<file path="src/rtl/cut_sweep_ctrl.sv">
// cut_sweep_ctrl: exhaustive input sweep of a combinational CUT with MISR compaction and golden compare.
// Define CUTSEQ_CMP_EN to add the per-vector exact compare (exp_in, err_cnt, first_fail_vec).
module cut_sweep_ctrl #(
    parameter int N_IN = 3,
    parameter int N_OUT = 10,
    parameter int SETTLE = 1,
    parameter logic [N_OUT-1:0] POLY = N_OUT'('h9)
) (
    input  logic             clk,
    input  logic             rst,
    input  logic             start,
    input  logic             abort,
    input  logic [N_OUT-1:0] golden_sig,
    input  logic [N_OUT-1:0] resp_in,
`ifdef CUTSEQ_CMP_EN
    input  logic [N_OUT-1:0] exp_in,
    output logic [N_IN:0]    err_cnt,
    output logic [N_IN-1:0]  first_fail_vec,
`endif
    output logic [N_IN-1:0]  vec_out,
    output logic             busy,
    output logic             done,
    output logic             pass,
    output logic [N_OUT-1:0] sig
);
    typedef enum logic [1:0] {ST_IDLE, ST_SETTLE, ST_CAPTURE, ST_DONE} state_t;

    state_t           state_q, state_d;
    logic [N_IN-1:0]  vec_q, vec_d;
    logic [N_OUT-1:0] sig_q, sig_d, sig_nx;
    logic [7:0]       cnt_q, cnt_d;
    logic             pass_q, pass_d, ok_nx;
`ifdef CUTSEQ_CMP_EN
    logic [N_IN:0]    err_q, err_d, err_nx;
    logic [N_IN-1:0]  ffv_q, ffv_d;
    logic             mism;
`endif

    always_comb begin
        sig_nx = {sig_q[N_OUT-2:0], 1'b0} ^ (sig_q[N_OUT-1] ? POLY : '0) ^ resp_in;
`ifdef CUTSEQ_CMP_EN
        mism   = resp_in != exp_in;
        err_nx = (mism && !(&err_q)) ? err_q + 1'b1 : err_q;
        ok_nx  = (sig_nx == golden_sig) && (err_nx == '0);
        err_d  = err_q;
        ffv_d  = ffv_q;
`else
        ok_nx  = sig_nx == golden_sig;
`endif
        state_d = state_q;
        vec_d   = vec_q;
        sig_d   = sig_q;
        cnt_d   = cnt_q;
        pass_d  = pass_q;
        case (state_q)
            ST_IDLE, ST_DONE: begin
                if (start && !abort) begin
                    state_d = ST_SETTLE;
                    vec_d   = '0;
                    sig_d   = '0;
                    cnt_d   = 8'(SETTLE);
                    pass_d  = 1'b0;
`ifdef CUTSEQ_CMP_EN
                    err_d   = '0;
                    ffv_d   = '0;
`endif
                end
            end
            ST_SETTLE: begin
                if (abort) begin
                    state_d = ST_IDLE;
                    vec_d   = '0;
                    pass_d  = 1'b0;
                end else if (cnt_q == '0) begin
                    state_d = ST_CAPTURE;
                end else begin
                    cnt_d = cnt_q - 1'b1;
                end
            end
            ST_CAPTURE: begin
                if (abort) begin
                    state_d = ST_IDLE;
                    vec_d   = '0;
                    pass_d  = 1'b0;
                end else begin
                    sig_d = sig_nx;
`ifdef CUTSEQ_CMP_EN
                    err_d = err_nx;
                    if (mism && err_q == '0) ffv_d = vec_q;
`endif
                    // the all-ones vector is the last one; the counter never wraps
                    if (&vec_q) begin
                        state_d = ST_DONE;
                        pass_d  = ok_nx;
                    end else begin
                        state_d = ST_SETTLE;
                        vec_d   = vec_q + 1'b1;
                        cnt_d   = 8'(SETTLE);
                    end
                end
            end
            default: state_d = ST_IDLE;
        endcase
    end

    always_ff @(posedge clk or posedge rst) begin
        if (rst) begin
            state_q <= ST_IDLE;
            vec_q   <= '0;
            sig_q   <= '0;
            cnt_q   <= '0;
            pass_q  <= 1'b0;
`ifdef CUTSEQ_CMP_EN
            err_q   <= '0;
            ffv_q   <= '0;
`endif
        end else begin
            state_q <= state_d;
            vec_q   <= vec_d;
            sig_q   <= sig_d;
            cnt_q   <= cnt_d;
            pass_q  <= pass_d;
`ifdef CUTSEQ_CMP_EN
            err_q   <= err_d;
            ffv_q   <= ffv_d;
`endif
        end
    end

    assign vec_out = vec_q;
    assign busy    = (state_q == ST_SETTLE) || (state_q == ST_CAPTURE);
    assign done    = state_q == ST_DONE;
    assign pass    = pass_q;
    assign sig     = sig_q;
`ifdef CUTSEQ_CMP_EN
    assign err_cnt        = err_q;
    assign first_fail_vec = ffv_q;
`endif
endmodule

</file>
<file path="config.mk">
export PLATFORM = sky130hd
export DESIGN_NAME = cut_sweep_ctrl
export DESIGN_NICKNAME = d
export VERILOG_FILES = /design/src/rtl/cut_sweep_ctrl.sv
export SDC_FILE = /design/constraint.sdc
export NUM_CORES = 1
export LEC_CHECK = 0
export ABC_AREA = 1
export CORE_MARGIN = 2
export CORE_UTILIZATION = 30
export DETAILED_ROUTE_END_ITERATION = 6
export MAX_ROUTING_LAYER = met4
export SLEW_MARGIN = 20
export SYNTH_ARGS = -nofsm -noshare
export SYNTH_HDL_FRONTEND = slang
export SYNTH_SLANG_ARGS = --single-unit
export TNS_END_PERCENT = 5
</file>
<file path="constraint.sdc">
create_clock -name clk -period 1.5 [get_ports clk]
set_input_delay 0.3 -clock clk [delete_from_list [all_inputs] [get_ports clk]]
set_output_delay 0.3 -clock clk [all_outputs]
set_load 0.02 [all_outputs]
</file>
== After elaboration in Yosys (flattened, before gate mapping) ==
Index checks and enable logic that the tools add are counted.

* Add/sub/neg operators: 2
* Eq/ne operators: 13
* Multiplexer cells: 26
* Bitwise logic cells: 2
* Reductions and logical operators: 13

{| class="wikitable"
|+ Operators with widths
! cell !! count
|-
| 8-bit 2-to-1 mux || 5
|-
| 8-bit case mux with 3 select lines || 1
|-
| 10-bit 2-to-1 mux || 2
|-
| 10-bit case mux with 2 select lines || 1
|-
| 3-bit 2-to-1 mux || 4
|-
| 2-bit inequality test (second input constant) || 6
|-
| 3-bit AND reduction || 4
|-
| 10-bit == test || 1
|-
| 2-bit 2-to-1 mux || 5
|-
| 10-bit XOR || 1
|-
| 10-bit by 4-bit XOR with 10-bit output || 1
|-
| 3-bit inequality test (second input constant) || 3
|-
| 3-bit case mux with 3 select lines || 1
|-
| 8-bit zero test || 1
|-
| 8-bit by 1-bit subtractor with 8-bit output (second input constant) || 1
|-
| 2-bit case mux with 3 select lines || 1
|-
| 5-bit AND reduction || 1
|-
| 2-bit == test (second input constant) || 2
|-
| 1-bit 2-to-1 mux || 4
|-
| 4-bit 2-to-1 mux || 1
|-
| 3-bit by 1-bit adder with 3-bit output (second input constant) || 1
|-
| 1-bit case mux with 3 select lines || 1
|-
| 2-bit by 1-bit == test with 1-bit output (second input constant) || 1
|-
| 2-bit zero test || 1
|-
| 6 further kinds || 6
|}

* Register bits: 24
* Input port bits: 24
* Output and inout bits: 16

== Depth between registers and ports, before layout ==
Gate-level depths: netlist of run 1.

* Depth in word-level cells: 7
* Mapped depth: 10
* Depth with buffers taken out: 10

== Worst setup path after synthesis of run 1 ==
Ideal clock, no wire load.

* Path type: reg-to-reg
* Start point: register state_q[0]
* End point: register cnt_q[6]
* Arrival time: 1.529 ns
* Path slack: -0.154 ns
* Stages on the path, launching flop included: 11
* Buffers on the path: 0
* Cell sequence: dfrtp_1 inv_1 ha_1 inv_1 a21oi_4 inv_2 nand2_1 a21oi_1 inv_1 nand2_1 o21ai_0

* Word-level cells in the longest chain between the ends: 4
* Elaborated cells between the ends (all ways): 12
* Those cells by class: eq/ne (8); mux (1); reduce/logical (3)

{| class="wikitable"
|+ Ends and longest elaborated chain
! element !! RTL line !! RTL
|-
| start, declared || 28 || <nowiki>state_t state_q, state_d;</nowiki>
|-
| start signal, assigned || 118 || <nowiki>state_q <= state_d;</nowiki>
|-
| 2-bit == test or 2-bit zero test (tied branches) || 55 || <nowiki>case (state_q)</nowiki>
|-
| 2-bit OR reduction || 55 ||
|-
| 2-bit inequality test (no source line) || - ||
|-
| 5-bit AND reduction (no source line) || - ||
|-
| end signal, assigned || 121 || <nowiki>cnt_q <= cnt_d;</nowiki>
|-
| end, declared || 31 || <nowiki>logic [7:0] cnt_q, cnt_d;</nowiki>
|}

Several ways; a longest one is shown, not always the timed one.
A chain may end at the register's enable or synchronous reset.

== Final worst setup path of run 1 ==
* Start point: register state_q[1]
* End point: register cnt_q[3]

Same word-level chain as after synthesis.

==> impl_table.tex, run 1 <==
\begin{tabular}{lr}
\hline
Metric & Value \\
\hline
\multicolumn{2}{l}{\textbf{Detailed routing}} \\
First drt pass iteration count & 4 \\
Wire length per cell after detailed routing & 10.8 um \\
Antenna viol nets, final & 0 \\
Via count & 1,666 \\
Routed via count divided by cell count & 4.41 \\
Final routed wirelength across all metal layers & 4080 um \\
Number of design rule violations left after detail routing & 0 \\
DRC violation total after the first TritonRoute iteration & 57 \\
\multicolumn{2}{l}{\textbf{Synth}} \\
Cell count after synthesis & 244 \\
Synthesis-stage register bit count & 24 \\
Mapped Nets & 275 \\
Synth cell types & 19 \\
Syn\_area\_per\_cell & 6.68 um2 \\
Seq/Total Area, Yosys & 0.369 \\
Total of warnings raised by yosys & 0 \\
Netlist area before placement & 0.00163 mm2 \\
\multicolumn{2}{l}{\textbf{Setup path}} \\
Total stage count of the critical path & 10 \\
Count of buffering cells on the critical path with inverters included & 4 \\
Most repeated library cell on the critical path & nand2\_2 \\
Worst setup slack for register-to-register paths & -80 ps \\
Worst-path maximum fanout & 7 \\
Arrival time reported for the critical path endpoint & 1740 ps \\
Startpoint of the worst-slack reg-to-reg timing path & state\_q[1] \\
Kind of end point of the critical path & register \\
Largest delay contributor family on the critical path & flip-flops \\
Largest stage delay on the critical path & 420 ps \\
CP Launch Type & register \\
Critical Setup Path Class & reg2reg \\
Cells along the critical path & ha\_4 -> inv\_2 -> buf\_6 -> a21oi\_4 -> inv\_2 -> nand2\_2 -> a21oi\_4 -> buf\_6 -> nand2\_2 -> nand2\_2 \\
Cell count of the worst reg-to-reg path & 10 \\
Required time at the endpoint of the critical path & 1670 ps \\
Critical-path cell with the highest stage delay & dfrtp\_1 \\
Reg-to-reg critical path endpoint & cnt\_q[3] \\
\multicolumn{2}{l}{\textbf{Placement}} \\
Port-buffer cells & 39 \\
HPWL reported at the end of detailed placement & 3120 um \\
Cell Area, Placed & 0.00225 mm2 \\
Placer Congestion & 0.853 \\
\multicolumn{2}{l}{\textbf{Floorplanning}} \\
Core ar. & 0.00517 mm2 \\
Row count & 26 \\
IO Count & 40 \\
Overall die height & 77.7 um \\
Die outline area & 0.00604 mm2 \\
Starting density of the core & 0.315 \\
Horizontal extent of the die & 77.7 um \\
\multicolumn{2}{l}{\textbf{Timing}} \\
Setup Skew & 3.53 ps \\
Transition time at the pin with the least slew margin & 314 ps \\
Max-slew violation count & 0 \\
Setup violators final & 12 \\
Post-route worst setup slack & -76.7 ps \\
Slew margin rel. & 0.790 \\
RSZ-0062 raised after global routing & true \\
Fmax achieved & 0.634 GHz \\
Fin. Hold Viols & 0 \\
Final critical path time including I/O delays and setup & 1580 ps \\
Part of the cycle the worst path needs & 1.05 \\
Final setup TNS & -579 ps \\
\multicolumn{2}{l}{\textbf{CTS}} \\
Max clock buf depth & 2 \\
Clock latency of the later-clocked register in the worst-skew pair & 260 ps \\
Clock Tree Root & clkbuf\_8 \\
Clock-pin slew of the registers on the worst-case setup and hold paths & 90 ps \\
CTS HTree Levels & 1 \\
Clock tree from TritonCTS & yes \\
Total of hold buffers inserted after clock tree synthesis & 0 \\
Number of sinks on the clock net & 24 \\
Clock buffers created by TritonCTS & 3 \\
\multicolumn{2}{l}{\textbf{Global routing}} \\
Antenna violations before repair & 0 \\
Total congestion overflow & 0 \\
Largest net degree at the start of global routing & 25 \\
Number of global-route vias before repair & 1,554 \\
Overall fraction of global-route tracks in use & 0.138 \\
First-pass GRT wire length & 6630 um \\
\multicolumn{2}{l}{\textbf{Power}} \\
Power Dens Cells & 1750 mW/mm2 \\
Cell leakage power & 1.31 nW \\
Worst vdd rail ir drop & 1.19 mV \\
\multicolumn{2}{l}{\textbf{Finish}} \\
Total area of multi-input combinational cells & 962 um2 \\
Post-route cell area & 0.00244 mm2 \\
Fill cell count & 544 \\
Ant diodes & 0 \\
Area added between synthesis and finish & 49.9\% \\
Sequential Area & 602 um2 \\
Layout cell share with drive strength beyond 1 & 0.185 \\
Total Nets Final & 340 \\
\multicolumn{2}{l}{\textbf{Min path}} \\
Worst min path class & in2async \\
\multicolumn{2}{l}{\textbf{Run}} \\
Maximum capacitance violations & 0 \\
\multicolumn{2}{l}{\textbf{Outcome}} \\
Run status & finished with violations \\
Failing checks & negative setup slack \\
\hline
\end{tabular}
-- state kept, by name (all words and copies together), names as in the netlist --
signal	count
sig	10
cnt_q	8
vec_out	3
state_q	2
pass	1
-- synth_stat cells, drive strengths merged --
master	n	share of area
a21oi	5	0.022
buf	1	0.0069
clkbuf	1	0.0031
dfrtp	24	0.37
ha	7	0.054
inv	45	0.10
nand2	81	0.19
nand3	21	0.065
nand3b	4	0.018
nor2	24	0.057
o21ai	17	0.052
o22ai	8	0.031
o31ai	2	0.0092
xor2	4	0.022
-- final cells by class --
type                    instances  area share
inverters                      45      0.0692
repair buffers                 62       0.236
multi-input cells             173       0.394
well taps                      70      0.0359
clock buffers                   4      0.0184
flip-flops and latches         24       0.246
-- worst reg2reg max path, cell delays in order (launching register included) --
cell	delay, ps
dfrtp_1	420
ha_4	290
inv_2	40
buf_6	110
a21oi_4	160
inv_2	80
nand2_2	80
a21oi_4	50
buf_6	150
nand2_2	70
nand2_2	40
-- worst max path at each step --
stage                from        to  slack [ps]
6_report       state_q[1]  cnt_q[3]         -80
5_1_grt        state_q[1]  cnt_q[5]        -150
4_1_cts        vec_out[0]  cnt_q[6]        -140
3_5_place_dp        abort  cnt_q[3]        -190
3_3_place_gp        abort  cnt_q[1]        -140
2_1_floorplan  state_q[0]  cnt_q[0]         -50
-- logic make-up after synthesis --
| group | after synthesis | share of synthesized area |
|---|---|---|
| DFF | 24 | 0.369 |
| adders and majority gates | 7 | 0.0538 |
| buffers and inverters | 47 | 0.114 |
| AOI/OAI and AO/OA | 32 | 0.114 |
| xor gates and xnor gates | 4 | 0.0215 |
| and+or+nand+nor | 130 | 0.328 |
-- cells in the final DEF, fill, tap and decap left out, types with 3 or more instances in the layout --
cell             instances
nand2_2                  7
xor2_1                   4
nand3b_1                 4
clkbuf_8                 3
inv_1                   39
clkdlybuf4s50_1         23
buf_4                   16
dfrtp_1                 23
ha_1                     3
ha_4                     4
buf_6                    7
a21oi_1                  3
o21ai_1                 10
inv_2                    6
nand2_1                 73
dlygate4sd2_1           14
o22ai_1                  8
nand3_1                 19
nor2_1                  20
o21ai_0                  5
-- power by group --
| part | switching [W] | leakage [nW] | total (W) | internal (W) |
|---|---|---|---|---|
| Clock | 0.000205 | 0.0228 | 0.000394 | 0.000190 |
| Sequential | 0.000154 | 0.322 | 0.000990 | 0.000836 |
| Combinational | 0.00159 | 0.961 | 0.00289 | 0.00130 |
-- routing by layer --
metal  GRT usage  up-vias  wire [um]
li1            -      889          -
met3      0.0209        2        162
met1       0.181      742       1990
met2       0.227       33       1900
met4      0.0321        0         17
met5           -        -          0
-- per-stage QoR --
stage / hold WS, ps / setup slack [ps] / instances / total power [W] / utilization
3_5_place_dp: 525 / -185 / 370 / 0.00337 / 0.436
2_1_floorplan: 315 / -46.2 / 244 / 0.00246 / -
5_1_grt: 434 / -154 / 378 / 0.00464 / 0.472
4_1_cts: 390 / -140 / 374 / 0.00370 / 0.440
3_3_place_gp: 527 / -141 / 370 / 0.00334 / 0.436
6_report: 373 / -76.7 / 378 / 0.00427 / 0.472
-- repair_timing --
item,4_1_cts,5_1_grt
setup endpoints to repair,38,25
gates resized for setup,24,40
pin swaps,1,9
buffers inserted,0,4
cloned,0,0
Power figures use the tool's default switching activity.
==> run 2: changes to the inputs <==
- SKIP_CTS_REPAIR_TIMING: unset -> 1
==> run 2 against run 1 <==
Net effect:
- the flow still finishes with violations (negative setup slack)
- register-to-register slack about the same
- count of clock-buffer cells in the layout unchanged
- sequential cell count unchanged
- core utilization decreased by 1.4 points
- first-iteration DRC count increased by 46%
- sequential power decreased by 0.5%
- worst hold slack got worse by 0.83 ps
- global-route usage increased by 0.10 points
- cell count decreased by 0.79%
- via count decreased by 1.5%
- combinational power decreased by 13%
- power decreased by 9.2%
- largest power group unchanged
==> impl_table.tex, run 2 (synthesis results as in run 1) <==
\begin{tabular}{lr}
\hline
Metric & Value \\
\hline
\multicolumn{2}{l}{\textbf{Global routing}} \\
Overall fraction of global-route tracks in use & 0.139 \\
Largest net degree at the start of global routing & 25 \\
Number of global-route vias before repair & 1,569 \\
Antenna violations before repair & 0 \\
First-pass GRT wire length & 6690 um \\
Total congestion overflow & 0 \\
\multicolumn{2}{l}{\textbf{Floorplanning}} \\
Core ar. & 0.00517 mm2 \\
IO Count & 40 \\
Starting density of the core & 0.315 \\
Die outline area & 0.00604 mm2 \\
Row count & 26 \\
Horizontal extent of the die & 77.7 um \\
Overall die height & 77.7 um \\
\multicolumn{2}{l}{\textbf{Detailed routing}} \\
Number of design rule violations left after detail routing & 0 \\
Antenna viol nets, final & 0 \\
Wire length per cell after detailed routing & 10.5 um \\
Amount of wire on met2 after detailed routing & 1840 um \\
First drt pass iteration count & 4 \\
Met3 Routed Length & 129 um \\
Via count & 1,641 \\
Final routed wirelength across all metal layers & 3940 um \\
Routed via count divided by cell count & 4.38 \\
Highest routing layer actually used & met4 \\
DRC violation total after the first TritonRoute iteration & 83 \\
Routed length on met1 & 1960 um \\
\multicolumn{2}{l}{\textbf{Setup path}} \\
Required time at the endpoint of the critical path & 1660 ps \\
Largest delay contributor family on the critical path & flip-flops \\
Count of buffering cells on the critical path with inverters included & 4 \\
Arrival time reported for the critical path endpoint & 1740 ps \\
Startpoint of the worst-slack reg-to-reg timing path & state\_q[1] \\
Worst Setup SP & state\_q[1] \\
Critical Setup Path Class & reg2reg \\
Kind of end point of the critical path & register \\
CP Launch Type & register \\
Largest stage delay on the critical path & 420 ps \\
Worst-path maximum fanout & 7 \\
Critical-path cell with the highest stage delay & dfrtp\_1 \\
Cells along the critical path & ha\_4 -> inv\_2 -> buf\_4 -> a21oi\_4 -> inv\_2 -> nand2\_1 -> a21oi\_4 -> buf\_6 -> nand2\_1 -> o21ai\_1 \\
\multicolumn{2}{l}{\textbf{Timing}} \\
Post-route worst setup slack & -81.2 ps \\
Final critical path time including I/O delays and setup & 1580 ps \\
Slew margin rel. & 0.790 \\
Setup violators final & 16 \\
Part of the cycle the worst path needs & 1.05 \\
Fmax achieved & 0.632 GHz \\
Setup Skew & 4.01 ps \\
Max-slew violation count & 0 \\
Transition time at the pin with the least slew margin & 314 ps \\
Fin. Hold Viols & 0 \\
RSZ-0062 raised after global routing & true \\
\multicolumn{2}{l}{\textbf{Min path}} \\
Worst min path class & in2async \\
\multicolumn{2}{l}{\textbf{Outcome}} \\
Failing checks & negative setup slack \\
Run status & finished with violations \\
\multicolumn{2}{l}{\textbf{Run}} \\
Maximum capacitance violations & 0 \\
\multicolumn{2}{l}{\textbf{Finish}} \\
Ant diodes & 0 \\
Area added between synthesis and finish & 45.5\% \\
Top library cells by usage in the layout, fill and taps aside & 79 x nand2\_1, 40 x inv\_1, 23 x dfrtp\_1, 23 x clkdlybuf4s50\_1 \\
Leading cell type in the layout, fill and taps excluded & nand2\_1 \\
Max FFs per register & 10 \\
Layout cell share with drive strength beyond 1 & 0.134 \\
Total Nets Final & 337 \\
Number of standard cells in the final layout excluding fillers & 375 \\
\multicolumn{2}{l}{\textbf{Placement}} \\
Placed Cells incl. Taps & 370 \\
Placer Congestion & 0.853 \\
Port-buffer cells & 39 \\
HPWL reported at the end of detailed placement & 3120 um \\
Post-place setup slack & -185 ps \\
\multicolumn{2}{l}{\textbf{CTS}} \\
Clock Tree Root & clkbuf\_8 \\
Clock tree from TritonCTS & yes \\
CTS HTree Levels & 1 \\
Max clock buf depth & 2 \\
Clock latency of the later-clocked register in the worst-skew pair & 260 ps \\
Clock buffers created by TritonCTS & 3 \\
Clock-pin slew of the registers on the worst-case setup and hold paths & 90 ps \\
Number of sinks on the clock net & 24 \\
\multicolumn{2}{l}{\textbf{Power}} \\
Cell leakage power & 1.46 nW \\
Worst vdd rail ir drop & 0.780 mV \\
Power Dens Cells & 1640 mW/mm2 \\
\hline
\end{tabular}
[run 2: changes by cell type in the layout (fill, tap and decap cells not counted), moves of 2 or more]
cell,before,now
clkbuf_2,0,2
nand2_1,73,79
dlymetal6s2s_1,0,14
buf_6,7,1
o21ai_1,10,6
o21ai_2,2,0
nand2_2,7,2
ha_4,4,1
ha_2,0,2
dlygate4sd2_1,14,0
nand3_2,2,0
nand3_1,19,21
buf_4,16,18
o21ai_0,5,11
[run 2: path summary, 6_finish.rpt]
path                                   end  slack [ps]  cells past startpoint
worst min register to register        pass         550                      2
worst max-delay path              cnt_q[1]         -80                     10
min in group clk                      pass         550                      2
worst max register to register    cnt_q[1]         -80                     10
worst min-delay path              cnt_q[3]         370                      3
max in group asynchronous       vec_out[0]         870                      3
[run 2: where the power goes]
| group | total [W] | internal (W) | switching [W] |
|---|---|---|---|
| logic | 0.00250 | 0.00108 | 0.00142 |
| clock network | 0.000395 | 0.000190 | 0.000206 |
| registers | 0.000985 | 0.000836 | 0.000149 |
[run 2: cell type report]
class	count	area, um2
clock buffer	4	45.0
tap	70	87.6
timing repair buffer	59	582
sequential	24	602
fill	564	2800
multi-input combinational	173	885
inverter	45	169
[run 2: worst min-delay path: cells and delay by family]
family                 cells  cell delay [ps]
buffers and inverters      3              740
[run 2: per-stage QoR]
stage          setup TNS, ps  hold slack, ps  total power [W]  instance area [um2]   util
4_1_cts                -4070             390          0.00377                 2300  0.444
3_3_place_gp           -2540             527          0.00334                 2250  0.436
6_report                -676             372          0.00388                 2370  0.458
3_5_place_dp           -3440             525          0.00337                 2250  0.436
2_1_floorplan           -205             315          0.00246                 1640      -
5_1_grt                -2800             434          0.00423                 2370  0.458
[run 2: metal layers]
layer	vias up	track usage
met5	-	-
met2	28	0.227
met3	2	0.0209
li1	881	-
met4	0	0.0321
met1	730	0.184
==> run 3: changes to the inputs <==
- CORE_UTILIZATION: 30 -> 36
==> run 3 against run 2 <==
Net effect:
- the run still ends with negative setup slack left
- first-iteration DRC count grew 24%
- power rose by 5.8%
- critical path depth up 1
- combinational power increased by 2%
- global-route usage grew 2.4 points
- largest power group unchanged
- highest routed layer unchanged
==> impl_table.tex, run 3 (synthesis results as in run 1) <==
\begin{tabular}{lr}
\hline
Metric & Value \\
\hline
\multicolumn{2}{l}{\textbf{Power}} \\
Final Power & 0.00410 W \\
Power Dens Cells & 1690 mW/mm2 \\
Worst vdd rail ir drop & 0.683 mV \\
Cell leakage power & 1.51 nW \\
\multicolumn{2}{l}{\textbf{Setup path}} \\
Worst-path maximum fanout & 4 \\
Critical Setup Path Class & reg2reg \\
Arrival time reported for the critical path endpoint & 1740 ps \\
CP Launch Type & register \\
Required time at the endpoint of the critical path & 1660 ps \\
Kind of end point of the critical path & register \\
\multicolumn{2}{l}{\textbf{Global routing}} \\
GR Layer Usage met1 & 0.227 \\
Met2 track demand over resource in global routing & 0.253 \\
Antenna violations before repair & 0 \\
Largest net degree at the start of global routing & 25 \\
Overall fraction of global-route tracks in use & 0.163 \\
Grt peak-use layer & met2 \\
First-pass GRT wire length & 6560 um \\
Met3 Track Usage GR & 0.0281 \\
Number of global-route vias before repair & 1,560 \\
Total congestion overflow & 0 \\
\multicolumn{2}{l}{\textbf{Timing}} \\
Hold slack final & 369 ps \\
Post-route worst setup slack & -76.0 ps \\
Part of the cycle the worst path needs & 1.05 \\
Setup Skew & 5.22 ps \\
Fmax achieved & 0.635 GHz \\
Max-slew violation count & 0 \\
Transition time at the pin with the least slew margin & 308 ps \\
Final setup TNS & -615 ps \\
Setup violators final & 21 \\
Final critical path time including I/O delays and setup & 1580 ps \\
RSZ-0062 raised after global routing & true \\
Fin. Hold Viols & 0 \\
Slew margin rel. & 0.795 \\
\multicolumn{2}{l}{\textbf{Floorplanning}} \\
Row count & 24 \\
Starting density of the core & 0.374 \\
Die outline area & 0.00508 mm2 \\
Horizontal extent of the die & 71.3 um \\
IO Count & 40 \\
Overall die height & 71.3 um \\
Core ar. & 0.00435 mm2 \\
\multicolumn{2}{l}{\textbf{CTS}} \\
Number of sinks on the clock net & 24 \\
Clock-pin slew of the registers on the worst-case setup and hold paths & 90 ps \\
Clock latency of the later-clocked register in the worst-skew pair & 260 ps \\
Clock Tree Root & clkbuf\_8 \\
Clock buffers created by TritonCTS & 3 \\
Clock tree from TritonCTS & yes \\
CTS HTree Levels & 1 \\
Max clock buf depth & 2 \\
\multicolumn{2}{l}{\textbf{Finish}} \\
Top library cells by usage in the layout, fill and taps aside & 79 x nand2\_1, 40 x inv\_1, 23 x dfrtp\_1, 23 x clkdlybuf4s50\_1, 22 x buf\_4 \\
Max FFs per register & 10 \\
Total area of multi-input combinational cells & 915 um2 \\
Utilization after layout & 0.558 \\
Post-route cell area & 0.00243 mm2 \\
Fill cell count & 422 \\
Leading cell type in the layout, fill and taps excluded & nand2\_1 \\
Ant diodes & 0 \\
Area added between synthesis and finish & 49.2\% \\
Total Nets Final & 340 \\
Sequential Area & 602 um2 \\
Layout cell share with drive strength beyond 1 & 0.149 \\
\multicolumn{2}{l}{\textbf{Detailed routing}} \\
Wire length per cell after detailed routing & 10.7 um \\
Antenna viol nets, final & 0 \\
Final routed wirelength across all metal layers & 3850 um \\
DRC violation total after the first TritonRoute iteration & 103 \\
Routed via count divided by cell count & 4.57 \\
Number of design rule violations left after detail routing & 0 \\
First drt pass iteration count & 4 \\
Via count & 1,644 \\
\multicolumn{2}{l}{\textbf{Placement}} \\
Placer Congestion & 0.844 \\
HPWL reported at the end of detailed placement & 2990 um \\
Port-buffer cells & 39 \\
Cell Area, Placed & 0.00226 mm2 \\
\multicolumn{2}{l}{\textbf{Outcome}} \\
Failing checks & negative setup slack \\
Run status & finished with violations \\
\multicolumn{2}{l}{\textbf{Run}} \\
Maximum capacitance violations & 0 \\
\multicolumn{2}{l}{\textbf{Min path}} \\
Worst min path class & in2async \\
\hline
\end{tabular}
run 3: cell count changes in the layout (fill, tap and decap cells not counted), sizes merged:
cell,previous run,this run
buf,20,23
clkbuf,6,4
dlymetal6s2s,14,15
bufinv,0,1
run 3: worst paths after layout:
path                             from         end  slack, ps  cells past startpoint
max                        state_q[0]    cnt_q[2]        -80                     11
min                               rst      sig[1]        370                      3
max reg2reg                state_q[0]    cnt_q[2]        -80                     11
min reg2reg                  cnt_q[7]    cnt_q[7]        550                      2
max in group asynchronous         rst  vec_out[0]        870                      3
min in group clk             cnt_q[7]    cnt_q[7]        550                      2
run 3: power by group:
part           switching (W)  total, W  internal [W]
Sequential          0.000147  0.000983      0.000836
Combinational        0.00143   0.00256       0.00113
Clock               0.000205  0.000562      0.000357
Total                0.00178   0.00410       0.00233
run 3: worst max-delay path, stage by stage (launching register included):
cell	delay (ps)
dfrtp_1	380
inv_2	50
ha_4	270
inv_2	40
buf_4	130
a21oi_4	140
inv_2	60
nand2_1	70
a21oi_2	50
buf_4	160
nand3_1	60
o21ai_1	60
run 3: layout make-up:
class                           count  area share
Clock buffer                        3      0.0170
Clock inverter                      1      0.0124
Inverter                           45      0.0695
Multi-Input combinational cell    173       0.376
Sequential cell                    24       0.248
Tap cell                           52      0.0268
Timing Repair Buffer               62       0.250
run 3: layer usage:
metal	part of all wire	wire, um
met4	0.0057	22
met2	0.45	1730
met5	0	0
met1	0.50	1930
met3	0.044	169
run 3: stage by stage:
| stage | cells | setup WS, ps |
|---|---|---|
| 4_1_cts | 360 | -455 |
| 3_5_place_dp | 356 | -237 |
| 3_3_place_gp | 356 | -190 |
| 5_1_grt | 360 | -185 |
| 6_report | 360 | -76.0 |
| 2_1_floorplan | 244 | -46.2 |
